--- src/rtl/fetch_defs.sv ---
// Shared fetch-stage definitions: FSM encodings and fetch constants.
package fetch_defs;

  typedef enum logic [2:0] {
    ST_BOOT = 3'd0,
    ST_REQ  = 3'd1,
    ST_WAIT = 3'd2,
    ST_HOLD = 3'd3,
    ST_DROP = 3'd4
  } state_t;

  localparam int          INSTR_BYTES      = 4;
  localparam logic [31:0] RESET_PC_DEFAULT = 32'h0000_0000;

endpackage

--- src/rtl/instruction_fetch.sv ---
// Fetch stage: one outstanding imem read, drives the PC register,
// hands fetched words to decode over valid/ready.
module instruction_fetch
  import fetch_defs::*;
#(
  parameter int               WIDTH    = 32,
  parameter logic [WIDTH-1:0] RESET_PC = WIDTH'(RESET_PC_DEFAULT)
) (
  input  logic             clk,
  input  logic             rst_n,
  input  logic [WIDTH-1:0] pc,
  output logic             pc_enable,
  output logic [WIDTH-1:0] next_adr,
  input  logic             redirect_valid,
  input  logic [WIDTH-1:0] redirect_adr,
  output logic             imem_req_valid,
  output logic [WIDTH-1:0] imem_req_adr,
  input  logic             imem_req_ready,
  input  logic             imem_rsp_valid,
  input  logic [WIDTH-1:0] imem_rsp_data,
  output logic             inst_valid,
  output logic [WIDTH-1:0] inst_data,
  output logic [WIDTH-1:0] inst_pc,
  input  logic             inst_ready
);

  state_t           state;
  state_t           state_n;
  logic [WIDTH-1:0] req_pc;
  logic [WIDTH-1:0] target;
  logic             en;
  logic             req_v;
  logic             accept;
  logic             capture;
  logic             clear;

  assign target = {redirect_adr[WIDTH-1:2], 2'b00};

  always_comb begin
    state_n  = state;
    en       = 1'b0;
    req_v    = 1'b0;
    accept   = 1'b0;
    capture  = 1'b0;
    clear    = 1'b0;
    next_adr = pc + WIDTH'(INSTR_BYTES);
    unique case (state)
      ST_BOOT: begin
        en       = 1'b1;
        next_adr = RESET_PC;
        state_n  = ST_REQ;
      end
      ST_REQ: begin
        if (redirect_valid) begin
          en       = 1'b1;
          next_adr = target;
        end else begin
          req_v = 1'b1;
          if (imem_req_ready) begin
            en      = 1'b1;
            accept  = 1'b1;
            state_n = ST_WAIT;
          end
        end
      end
      ST_WAIT: begin
        if (redirect_valid) begin
          en       = 1'b1;
          next_adr = target;
          state_n  = imem_rsp_valid ? ST_REQ : ST_DROP;
        end else if (imem_rsp_valid) begin
          capture = 1'b1;
          state_n = ST_HOLD;
        end
      end
      ST_HOLD: begin
        // A redirect kills the buffered word even if decode takes it.
        if (redirect_valid) begin
          en       = 1'b1;
          next_adr = target;
          clear    = 1'b1;
          state_n  = ST_REQ;
        end else if (inst_ready) begin
          clear   = 1'b1;
          state_n = ST_REQ;
        end
      end
      ST_DROP: begin
        if (redirect_valid) begin
          en       = 1'b1;
          next_adr = target;
        end else if (imem_rsp_valid) begin
          state_n = ST_REQ;
        end
      end
      default: state_n = ST_BOOT;
    endcase
  end

  // BOOT is the reset state, so gate the strobes while reset is held.
  assign pc_enable      = en & rst_n;
  assign imem_req_valid = req_v & rst_n;
  assign imem_req_adr   = pc;

  always_ff @(posedge clk or negedge rst_n) begin
    if (!rst_n) begin
      state      <= ST_BOOT;
      req_pc     <= '0;
      inst_valid <= 1'b0;
      inst_data  <= '0;
      inst_pc    <= '0;
    end else begin
      state <= state_n;
      if (accept) begin
        req_pc <= pc;
      end
      if (capture) begin
        inst_valid <= 1'b1;
        inst_data  <= imem_rsp_data;
        inst_pc    <= req_pc;
      end else if (clear) begin
        inst_valid <= 1'b0;
      end
    end
  end

endmodule

--- config.mk ---
export PLATFORM = sky130hd
export DESIGN_NAME = instruction_fetch
export DESIGN_NICKNAME = d
export VERILOG_FILES = /design/src/rtl/fetch_defs.sv /design/src/rtl/instruction_fetch.sv
export SDC_FILE = /design/constraint.sdc
export NUM_CORES = 1
export LEC_CHECK = 0
export ABC_AREA = 1
export BUFFER_PORTS_ARGS = -buffer_cell sky130_fd_sc_hd__buf_2
export CELL_PAD_IN_SITES_DETAIL_PLACEMENT = 1
export CELL_PAD_IN_SITES_GLOBAL_PLACEMENT = 1
export CORE_MARGIN = 8
export CORE_UTILIZATION = 39
export CTS_BUF_LIST = sky130_fd_sc_hd__clkbuf_8
export DETAILED_ROUTE_END_ITERATION = 12
export GPL_ROUTABILITY_DRIVEN = 0
export PLACE_DENSITY = 0.88
export RECOVER_POWER = 50
export SLEW_MARGIN = 15
export SYNTH_ARGS = -nofsm -noshare
export SYNTH_HDL_FRONTEND = slang
export SYNTH_SLANG_ARGS = --single-unit
--- constraint.sdc ---
create_clock -name clk -period 4.33 [get_ports clk]
set_input_delay 0.6495 -clock clk [delete_from_list [all_inputs] [get_ports clk]]
set_output_delay 0.6495 -clock clk [all_outputs]
set_load 0.03 [all_outputs]
==> results.md <==
* Status: finished, violations left
* Failing checks: max-capacitance violations, max-slew violations
* Post-CTS Hold Buffers at 0
* Worst Setup Start Kind: register
* CP Max Fanout at 14
* Synth Warn # at 0
* Clock share of power at 14.4%
* Clock Pin Slew Worst Setup and Hold Paths at 0.10 ns
* HP Class: primary input to async pin
* Synthesized area per cell at a little under 9 µm²
* Die footprint at roughly 19000 µm²
* Reg power frac at 34.9%
* Final core utilization at a little under half
* Post-synthesis cell area at 5630 µm²
* LEAKAGE at 3.70 nW
* I/O Buffers at 230
* Max Clock Skew at 0.0104 ns
* Length of the first detailed-routing pass in iterations at 4
* Post-synthesis sequential area ratio at between 40 and 50%
* Die Wd at 136 µm
* CTS buffer count at 9
* Die height at 136 µm
* Via density at 4.85
* Antenna violations before repair at 1
* Root buffer cell: clkbuf_8
* PwrDens at 683 nW/µm²
* Sw Ratio at 47.0%
* 1st-iter DRT viols at 258
* Via count at 4995
* Number of global-route vias before repair at around 5300
* Psw at 0.00216 W
* Largest net degree at the start of global routing at 67
* Max frequency at 306 MHz
* Synth async-reset ratio at between 90% and 100%
* Net Count, Synth at roughly 750
* Detail Placement HPWL at between 15000 and 20000 µm
* H-tree depth at 3
* Clock tree sinks at 100
* Layout cell share with drive strength beyond 1 at 29.0%
* # IOs at 233
* Slew @ Worst Pin at roughly 1.6 ns
* Grt total ovfl at 0
* Antenna Nets Post-Route at 0
* TritonCTS clock tree: yes
* First-pass GRT wire length at 29400 µm
* Total Routing Usage GR at between 20 and 25%
* Final WL at approximately 19000 µm
* Row count at 44
* Core area at 14300 µm²
* Most used DFF post-synth: dfrtp_1
* Max Root-Sink Buffers at 2
* Fin crit period at 3.26 ns
* Worst skew pair latency at 0.37 ns
* Post-CTS Setup Bufs at 0
* Slew Limit Headroom at -3.66%
* Starting Density at between 30% and 40%
* Post-route setup TNS at 0 ns
* Area growth syn-to-layout at 19.5%
* Peak VDD IR at between 0.2 and 0.3 mV
* Crit path DAT at 2.61 ns
* Post-CTS Resized at 0
* Fillers at roughly 1900
* Crit. End Element: primary output
* Final Hold Vio Count at 0
* Max Slew Vio Count at slightly above 60
* RSZ-0062 raised after global routing: no
* Netlist cell types at 27
* Setup Viol. Count Final at 0
* Maxcap violations at 1
* Drc violations at 0
* Post-synthesis register bit count at 100
* Fin crit share at 75.4%
* DR WL/cell at between 15 and 20 µm
* Post-synth EDFFs at 0
* Critical Path RT at 3.68 ns
* Comb pwr share at ~51%
* P_int at ~0.0024 W
* Kind of critical path: register to primary output
* Syn Inst Count at approximately 650
* Final net count at around 940
power by group through the flow:
stage,logic (W),clock network [W],registers (W)
6_report,0.00233,0.000663,0.00160
4_1_cts,0.00243,0.000687,0.00159
3_3_place_gp,0.00237,0,0.00157
3_5_place_dp,0.00242,0,0.00161
5_1_grt,0.00250,0.000714,0.00165
2_1_floorplan,0.00115,0,0.00214
registers in the layout (all words and copies together) (netlist names):
| signal | flops |
|---|---|
| req_pc | 32 |
| inst_pc | 32 |
| inst_valid | 1 |
| state | 3 |
| inst_data | 32 |
final timing paths:
kind                       slack, ns  depth (start not counted)  startpoint       endpoint
max in group asynchronous       2.16                          2       rst_n  inst_data[24]
max reg2reg                     2.05                          6    state[2]   inst_data[4]
min                             0.25                          1       rst_n   inst_data[5]
min in group clk                0.48                          2  inst_valid     inst_valid
min reg2reg                     0.48                          2  inst_valid     inst_valid
max                             1.07                          7    state[0]   next_adr[11]
routing by layer:
| metal | track usage [%] | up-vias | wire [µm] |
|---|---|---|---|
| met2 | 34.2 | 170 | 9060 |
| met1 | 25.4 | 2402 | 8390 |
| met5 | 0 | - | 0 |
| met4 | 5.06 | 0 | 255 |
| met3 | 5.43 | 16 | 1390 |
| li1 | - | 2407 | - |
critical path, stage by stage, from the launching register on:
cell,delay [ns]
dfrtp_1,0.44
nor2_1,0.18
inv_1,0.11
nand2_1,0.35
nand2_1,0.49
inv_2,0.35
o21ai_0,0.14
buf_2,0.19
cell type report:
cell class,count,area [µm²],share of cell area [%]
well taps,184,230,3.42
clock buffers,9,124,1.84
clock inverters,6,88.8,1.32
multi-input cells,435,2470,36.7
flip-flops and latches,100,2500,37.2
inverters,62,233,3.46
repair buffers,232,1080,16.1
diodes,1,2.50,0.0372
stage by stage:
step | hold slack [ns] | cells | setup slack [ns] | area [µm²] | power, W
CTS | 0.250 | 1028 | 1.01 | 6810 | 0.00471
finish | 0.250 | 1029 | 1.07 | 6730 | 0.00459
global route | 0.267 | 1029 | 0.865 | 6730 | 0.00487
global placement | 0.451 | 1013 | 1.25 | 6600 | 0.00394
detailed placement | 0.458 | 1013 | 1.23 | 6600 | 0.00403
floorplan | 0.354 | 649 | 1.57 | 5630 | 0.00329
cell families (layout without fill, tap and decap cells):
logic type | Yosys count | after routing | synth area share (%)
fa+ha+maj | 1 | 1 | 0.222
flops | 100 | 100 | 44.5
simple gates | 293 | 293 | 21.0
other cells | 0 | 1 | 0
mux | 55 | 55 | 14.4
compound gates | 80 | 80 | 7.18
xor+xnor | 6 | 6 | 0.934
buf+inv | 114 | 309 | 11.8
cell usage after synthesis (2+ instances only):
cell type,instances,area share [%]
mux2_4,51,14
clkbuf_1,4,0.27
buf_12,5,1.8
inv_1,58,3.9
buf_4,35,4.7
dfrtp_1,100,44
nand2_2,4,0.44
a21oi_1,12,1.1
nor2_4,2,0.40
nor2_2,3,0.33
o21ai_1,13,1.2
inv_2,4,0.27
buf_2,6,0.53
nor2_1,62,4.1
nand3_1,34,3.0
o21ai_0,53,4.7
buf_6,2,0.40
nand2_1,185,12
mux2_2,4,0.80
xor2_1,5,0.78
placed cells by master, fill, tap and decap left out:
cell	instances
buf_4	2
diode_2	1
a21oi_1	12
clkbuf_1	69
nand2_1	185
buf_2	160
o31ai_1	1
nor2_1	62
mux2_4	51
nand3_1	34
and2_1	1
o21ai_1	13
clkinvlp_4	1
nor2_2	3
clkbuf_2	1
nor3_1	1
inv_6	2
o21ai_0	53
mux2_2	4
inv_2	4
ha_1	1
nand2_2	3
xnor2_1	1
nand2_4	1
inv_1	59
nand4_1	1
nor2_4	2
dfrtp_1	100
clkbuf_8	9
bufinv_16	2
a31oi_1	1
xor2_1	5
(Power assumes the default switching activity.)
